===== config.mk =====
export PLATFORM = sky130hd
export DESIGN_NAME = pulse_qualifier_counter
export DESIGN_NICKNAME = d
export VERILOG_FILES = /design/src/rtl/pulse_qual_pkg.sv /design/src/rtl/pulse_qual_channel.sv /design/src/rtl/pulse_qualifier_counter.sv
export SDC_FILE = /design/constraint.sdc
export NUM_CORES = 1
export LEC_CHECK = 0
export BUFFER_PORTS_ARGS = -buffer_cell sky130_fd_sc_hd__buf_4
export CAP_MARGIN = 15
export CORE_MARGIN = 3
export CORE_UTILIZATION = 45
export DETAILED_ROUTE_END_ITERATION = 8
export HOLD_SLACK_MARGIN = 0.03
export PLACE_DENSITY = 0.74
export SLEW_MARGIN = 5
export SYNTH_ARGS = -nofsm -noshare
export SYNTH_HDL_FRONTEND = slang
export SYNTH_SLANG_ARGS = --single-unit

===== constraint.sdc =====
create_clock -name CLK -period 3.5 [get_ports CLK]
set_input_delay 0.7 -clock CLK [delete_from_list [all_inputs] [get_ports CLK]]
set_output_delay 0.7 -clock CLK [all_outputs]
set_load 0.01 [all_outputs]

===== src/rtl/pulse_qual_pkg.sv =====
// Shared definitions for the pulse qualifier: per-channel FSM state encoding and default widths.
// Latency: n/a (types and constants only).
// Backpressure: n/a.
package pulse_qual_pkg;

  // ARM: waiting for a high; HIGH: counting highs; DONE: qualified, waiting for low;
  // LOW: counting lows before re-arming.
  typedef enum logic [1:0] {
    ARM  = 2'd0,
    HIGH = 2'd1,
    DONE = 2'd2,
    LOW  = 2'd3
  } pq_state_e;

  localparam int THR_W_DEF = 4;
  localparam int CNT_W_DEF = 16;

endpackage


===== src/rtl/pulse_qual_channel.sv =====
// One pulse-qualifier channel: optional 2-flop input synchronizer, ARM/HIGH/DONE/LOW FSM
// with high/low run counters, wrap-around event counter and sticky overflow flag.
// Latency: count_en rises at the edge sampling the th-th consecutive high (+2 edges with
// PULSE_QUAL_SYNC_EN defined). Backpressure: none, strobe output is never stalled.
// Ports: clk, rst_n (async active-low), clear (sync clear of count/overflow), thresh_high,
// thresh_low (0 treated as 1), pulse in; count_en strobe, count, overflow out.
module pulse_qual_channel
  import pulse_qual_pkg::*;
#(
  parameter int THR_W = THR_W_DEF,
  parameter int CNT_W = CNT_W_DEF
) (
  input  logic             clk,
  input  logic             rst_n,
  input  logic             clear,
  input  logic [THR_W-1:0] thresh_high,
  input  logic [THR_W-1:0] thresh_low,
  input  logic             pulse,
  output logic             count_en,
  output logic [CNT_W-1:0] count,
  output logic             overflow
);

  logic pulse_s;

`ifdef PULSE_QUAL_SYNC_EN
  logic [1:0] sync_q, sync_d;

  always_comb sync_d = {sync_q[0], pulse};

  always_ff @(posedge clk or negedge rst_n) begin
    if (!rst_n) sync_q <= '0;
    else        sync_q <= sync_d;
  end

  assign pulse_s = sync_q[1];
`else
  assign pulse_s = pulse;
`endif

  pq_state_e        state_q, state_d;
  logic [THR_W-1:0] hcnt_q, hcnt_d;
  logic [THR_W-1:0] lcnt_q, lcnt_d;
  logic             count_en_q, count_en_d;
  logic [CNT_W-1:0] count_q, count_d;
  logic             overflow_q, overflow_d;

  logic [THR_W:0]   th, tl;
  logic [THR_W-1:0] hcnt_nxt, lcnt_nxt;
  logic             qualify;

  // A threshold of 0 behaves as 1. The run counters never exceed th-1 / tl-1, so the
  // incremented value always fits in THR_W bits.
  always_comb begin
    th       = (thresh_high == '0) ? (THR_W+1)'(1) : {1'b0, thresh_high};
    tl       = (thresh_low  == '0) ? (THR_W+1)'(1) : {1'b0, thresh_low};
    hcnt_nxt = hcnt_q + THR_W'(1);
    lcnt_nxt = lcnt_q + THR_W'(1);
  end

  // hcnt is 0 in ARM and lcnt is 0 in DONE, so ARM/HIGH and DONE/LOW share their
  // threshold test: the first high (or low) yields a count of 1.
  always_comb begin
    state_d = state_q;
    hcnt_d  = hcnt_q;
    lcnt_d  = lcnt_q;
    qualify = 1'b0;
    case (state_q)
      ARM, HIGH: begin
        if (pulse_s) begin
          if ({1'b0, hcnt_nxt} >= th) begin
            qualify = 1'b1;
            state_d = DONE;
            hcnt_d  = '0;
          end else begin
            state_d = HIGH;
            hcnt_d  = hcnt_nxt;
          end
        end else begin
          // glitch shorter than th: drop it without a strobe
          state_d = ARM;
          hcnt_d  = '0;
        end
      end
      DONE, LOW: begin
        if (!pulse_s) begin
          if ({1'b0, lcnt_nxt} >= tl) begin
            state_d = ARM;
            lcnt_d  = '0;
          end else begin
            state_d = LOW;
            lcnt_d  = lcnt_nxt;
          end
        end else begin
          // bounce during the low gap: the pulse is still the one already counted
          state_d = DONE;
          lcnt_d  = '0;
        end
      end
      default: begin
        state_d = ARM;
        hcnt_d  = '0;
        lcnt_d  = '0;
      end
    endcase
  end

  // Clear has priority over a simultaneous qualify; the strobe itself is unaffected.
  always_comb begin
    count_en_d = qualify;
    count_d    = count_q;
    overflow_d = overflow_q;
    if (clear) begin
      count_d    = '0;
      overflow_d = 1'b0;
    end else if (qualify) begin
      count_d = count_q + CNT_W'(1);
      if (count_q == '1) overflow_d = 1'b1;
    end
  end

  always_ff @(posedge clk or negedge rst_n) begin
    if (!rst_n) begin
      state_q    <= ARM;
      hcnt_q     <= '0;
      lcnt_q     <= '0;
      count_en_q <= 1'b0;
      count_q    <= '0;
      overflow_q <= 1'b0;
    end else begin
      state_q    <= state_d;
      hcnt_q     <= hcnt_d;
      lcnt_q     <= lcnt_d;
      count_en_q <= count_en_d;
      count_q    <= count_d;
      overflow_q <= overflow_d;
    end
  end

  assign count_en = count_en_q;
  assign count    = count_q;
  assign overflow = overflow_q;

endmodule


===== src/rtl/pulse_qualifier_counter.sv =====
// Multi-channel pulse qualifier: NUM_CH independent pulse_qual_channel instances with packed
// outputs. Optional input synchronizers via macro PULSE_QUAL_SYNC_EN (adds 2 cycles latency).
// Latency: Count_en high from edge E(th) after Pulse rises before E1. Backpressure: none.
// Ports: CLK, Reset (async active-low), Clear, Thresh_high, Thresh_low, Pulse[NUM_CH] in;
// Count_en[NUM_CH], Count[NUM_CH*CNT_W] (channel 0 in LSBs), Overflow[NUM_CH] out.
module pulse_qualifier_counter
  import pulse_qual_pkg::*;
#(
  parameter int NUM_CH = 1,
  parameter int THR_W  = THR_W_DEF,
  parameter int CNT_W  = CNT_W_DEF
) (
  input  logic                    CLK,
  input  logic                    Reset,
  input  logic                    Clear,
  input  logic [THR_W-1:0]        Thresh_high,
  input  logic [THR_W-1:0]        Thresh_low,
  input  logic [NUM_CH-1:0]       Pulse,
  output logic [NUM_CH-1:0]       Count_en,
  output logic [NUM_CH*CNT_W-1:0] Count,
  output logic [NUM_CH-1:0]       Overflow
);

  for (genvar g = 0; g < NUM_CH; g++) begin : g_ch
    pulse_qual_channel #(
      .THR_W (THR_W),
      .CNT_W (CNT_W)
    ) u_ch (
      .clk         (CLK),
      .rst_n       (Reset),
      .clear       (Clear),
      .thresh_high (Thresh_high),
      .thresh_low  (Thresh_low),
      .pulse       (Pulse[g]),
      .count_en    (Count_en[g]),
      .count       (Count[g*CNT_W +: CNT_W]),
      .overflow    (Overflow[g])
    );
  end

endmodule


==> run metrics <==
Die W=65.7 um; share of cells above drive strength 1=20.9%; Iteration-0 DRC Markers=36; max-slew violations=0; register area share after synthesis=42.2%; CP Class=reg -> reg; DR WL/cell=14.1 um; starting density of the core=47.2%; EDFF count, synth=0; worst setup path endpoint=g_ch[0].u_ch.count[14]; Hold WC Path Type=in -> async; largest area contributor in the netlist=dfrtp_1; fin crit period=2.59 ns; Core Area=0.00339 mm2; cell mode on critical path=ha_1; first-pass GRT wire length=5.88 mm; vias per cell=5.30; largest fanout on the critical path=14; die area=0.00431 mm2; most common cell in the netlist=dfrtp_1; synthesis-to-layout area growth=17.6%; Avg Inst Size Synth=9.53 um2; Core Rows=21; Yosys reg bits=27; Synth top area share=42.2%; routed vias=1282; hold-fix buffer count after cts=0; CP required=3.77 ns; CP Data Arrival Time=2.86 ns; Slowest-stage cell, CP=nor2_1; Crit. Startpoint=g_ch[0].u_ch.hcnt_q[0]; Post-route DRC=0; Max-Cap Viols=0; Syn Inst Count=168; Clock Tree Buf Depth=2; Final Instance Area=0.00188 mm2; Final Power=0.000822 W; R2R depth=8; vias in the first global route=1307; post_cts resized=0; worst skew pair latency=0.33 ns; Slew HR=41.6%; crit path cell chain=ha_1, xor2_1, ha_1, o21a_1, nor2_1, nor3_1, a31o_2, a21oi_1; TNS Setup=0 ns; TritonCTS clock tree=built; Critical Path End Type=register; synth cell count leaders=27 x dfrtp_1, 16 x nor2_1, 15 x inv_1, 12 x xnor2_1; PwrDens=436 mW/mm2; highest clock rate=386 MHz; Synth area leaders=dfrtp_1 42%, ha_1 8.6%, xnor2_1 6.6%, nor2_1 3.8%, inv_1 3.5%; Synth Flop Type=dfrtp_1; worst slew pin tran=0.872 ns; n_diodes=0; GPL Wtd Cong=0.875; placed cell areas=0.00186 mm2; Crit. path cell count=8; flop-to-flop setup slack=0.91 ns; worst IR drop on VDD=0.189 mV; Setup violations, final=0; cell family with most CP delay=simple AND/OR/NAND/NOR gates; dpl hpwl=2.63 mm; YS warnings=0; Pre-antenna DRT Iters=4; GR Util All Layers=17.6%; grt total ovfl=0; setup bufs post-CTS=0; I/O pins=30; Crit path buffers/inverters=0; Root Buffer=clkbuf_4; Inserted Clock Buffers=3; Post-Route WL=3.41 mm; largest net degree at the start of global routing=28; status=finished, final reports clean; H-Tree Depth=1; Synth cell types=36; Crit Reg-Reg Startpoint=g_ch[0].u_ch.hcnt_q[0]; total number of clock tree sinks=27; startpoint types=register; Antenna Nets Post-Route=0; asr flop ratio synth=100%; synthesized cell area=0.00160 mm2; RSZ-0062 raised after global routing=no; Final #Nets=220; r2r endpoint=g_ch[0].u_ch.count[14]; IO buf count=29; Syn Nets=191; CTS clk-pin slew, worst paths=0.15 ns; Fin. Hold Viols=0; final hold slack=0.247 ns; LEAKAGE=0.875 nW; antenna violations before repair=0; final setup skew=0.00476 ns; Die Height=65.7 um; CP max stage delay=0.66 ns; fin crit share=74.0%
routing by layer:
layer / up-vias / track usage, % / part of all wire, %
met4: 0 / 4.66 / 1.1
met1: 613 / 21.6 / 43
met3: 5 / 2.74 / 4.4
met5: - / 0 / 0
met2: 28 / 31.8 / 52
li1: 636 / - / -
flip-flops by register name (all words and copies together) (netlist names):
| signal | flops |
|---|---|
| g_ch.u_ch.hcnt_q | 4 |
| g_ch.u_ch.count_en | 1 |
| g_ch.u_ch.state_q | 1 |
| g_ch.u_ch.overflow | 1 |
| g_ch.u_ch.lcnt_q | 4 |
| g_ch.u_ch.count | 16 |
cell type report:
cell class | instances | area (um2)
fill | 316 | 1510
timing repair buffer | 29 | 218
sequential | 27 | 676
clock buffer | 4 | 26.3
tap | 46 | 57.6
inverter | 15 | 56.3
multi-input combinational | 121 | 850
cells in the final DEF (no fill, tap or decap), types with 6 or more instances in the layout:
master	netlist	final
o21ai_0	8	8
buf_4	0	29
nand2_1	11	11
nor4_1	6	6
inv_1	15	15
nor2_1	16	16
ha_1	11	11
a21oi_1	8	8
dfrtp_1	27	27
xnor2_1	12	12
nand2b_1	6	6
nand3_1	7	7
cell families (layout without fill, tap and decap cells):
logic type                 count (synthesis)  after routing  share of synthesized area (%)
and+or+nand+nor                           69             69                           25.2
muxes                                      2              2                           1.25
buffers and inverters                     20             48                           4.76
DFF                                       27             27                           42.2
adders and majority gates                 11             11                           8.59
xor gates and xnor gates                  14             14                           7.66
AOI/OAI and AO/OA                         25             25                           10.4
how the worst min path moves through the flow:
stage                                       from                      to  slack (ns)  cells past startpoint
after floorplan                            Reset   g_ch[0].u_ch.count[0]        0.40                      0
after global placement    g_ch[0].u_ch.hcnt_q[3]  g_ch[0].u_ch.hcnt_q[3]        0.49                      2
after detailed placement   g_ch[0].u_ch.overflow   g_ch[0].u_ch.overflow        0.51                      2
after CTS                                  Reset  g_ch[0].u_ch.count[13]        0.26                      1
after global routing                       Reset   g_ch[0].u_ch.count[3]        0.26                      1
final                                      Reset  g_ch[0].u_ch.count[13]        0.25                      1
per-stage QoR:
| step | setup slack, ns | instances | utilization [%] |
|---|---|---|---|
| 3_5_place_dp | 0.608 | 238 | 54.8 |
| 5_1_grt | 0.641 | 242 | 55.6 |
| 3_3_place_gp | 0.678 | 238 | 54.8 |
| 6_report | 0.911 | 242 | 55.6 |
| 4_1_cts | 0.911 | 242 | 55.6 |
| 2_1_floorplan | 1.03 | 168 | - |
report_power, final:
group	total, W	switching (W)	internal [W]	leakage, nW
logic	0.000289	0.000163	0.000126	0.488
clock network	0.000139	0.0000942	0.0000448	0.0150
registers	0.000394	0.0000457	0.000348	0.372
total	0.000822	0.000303	0.000519	0.875
Note: power is estimated with default switching activity, not from simulation.
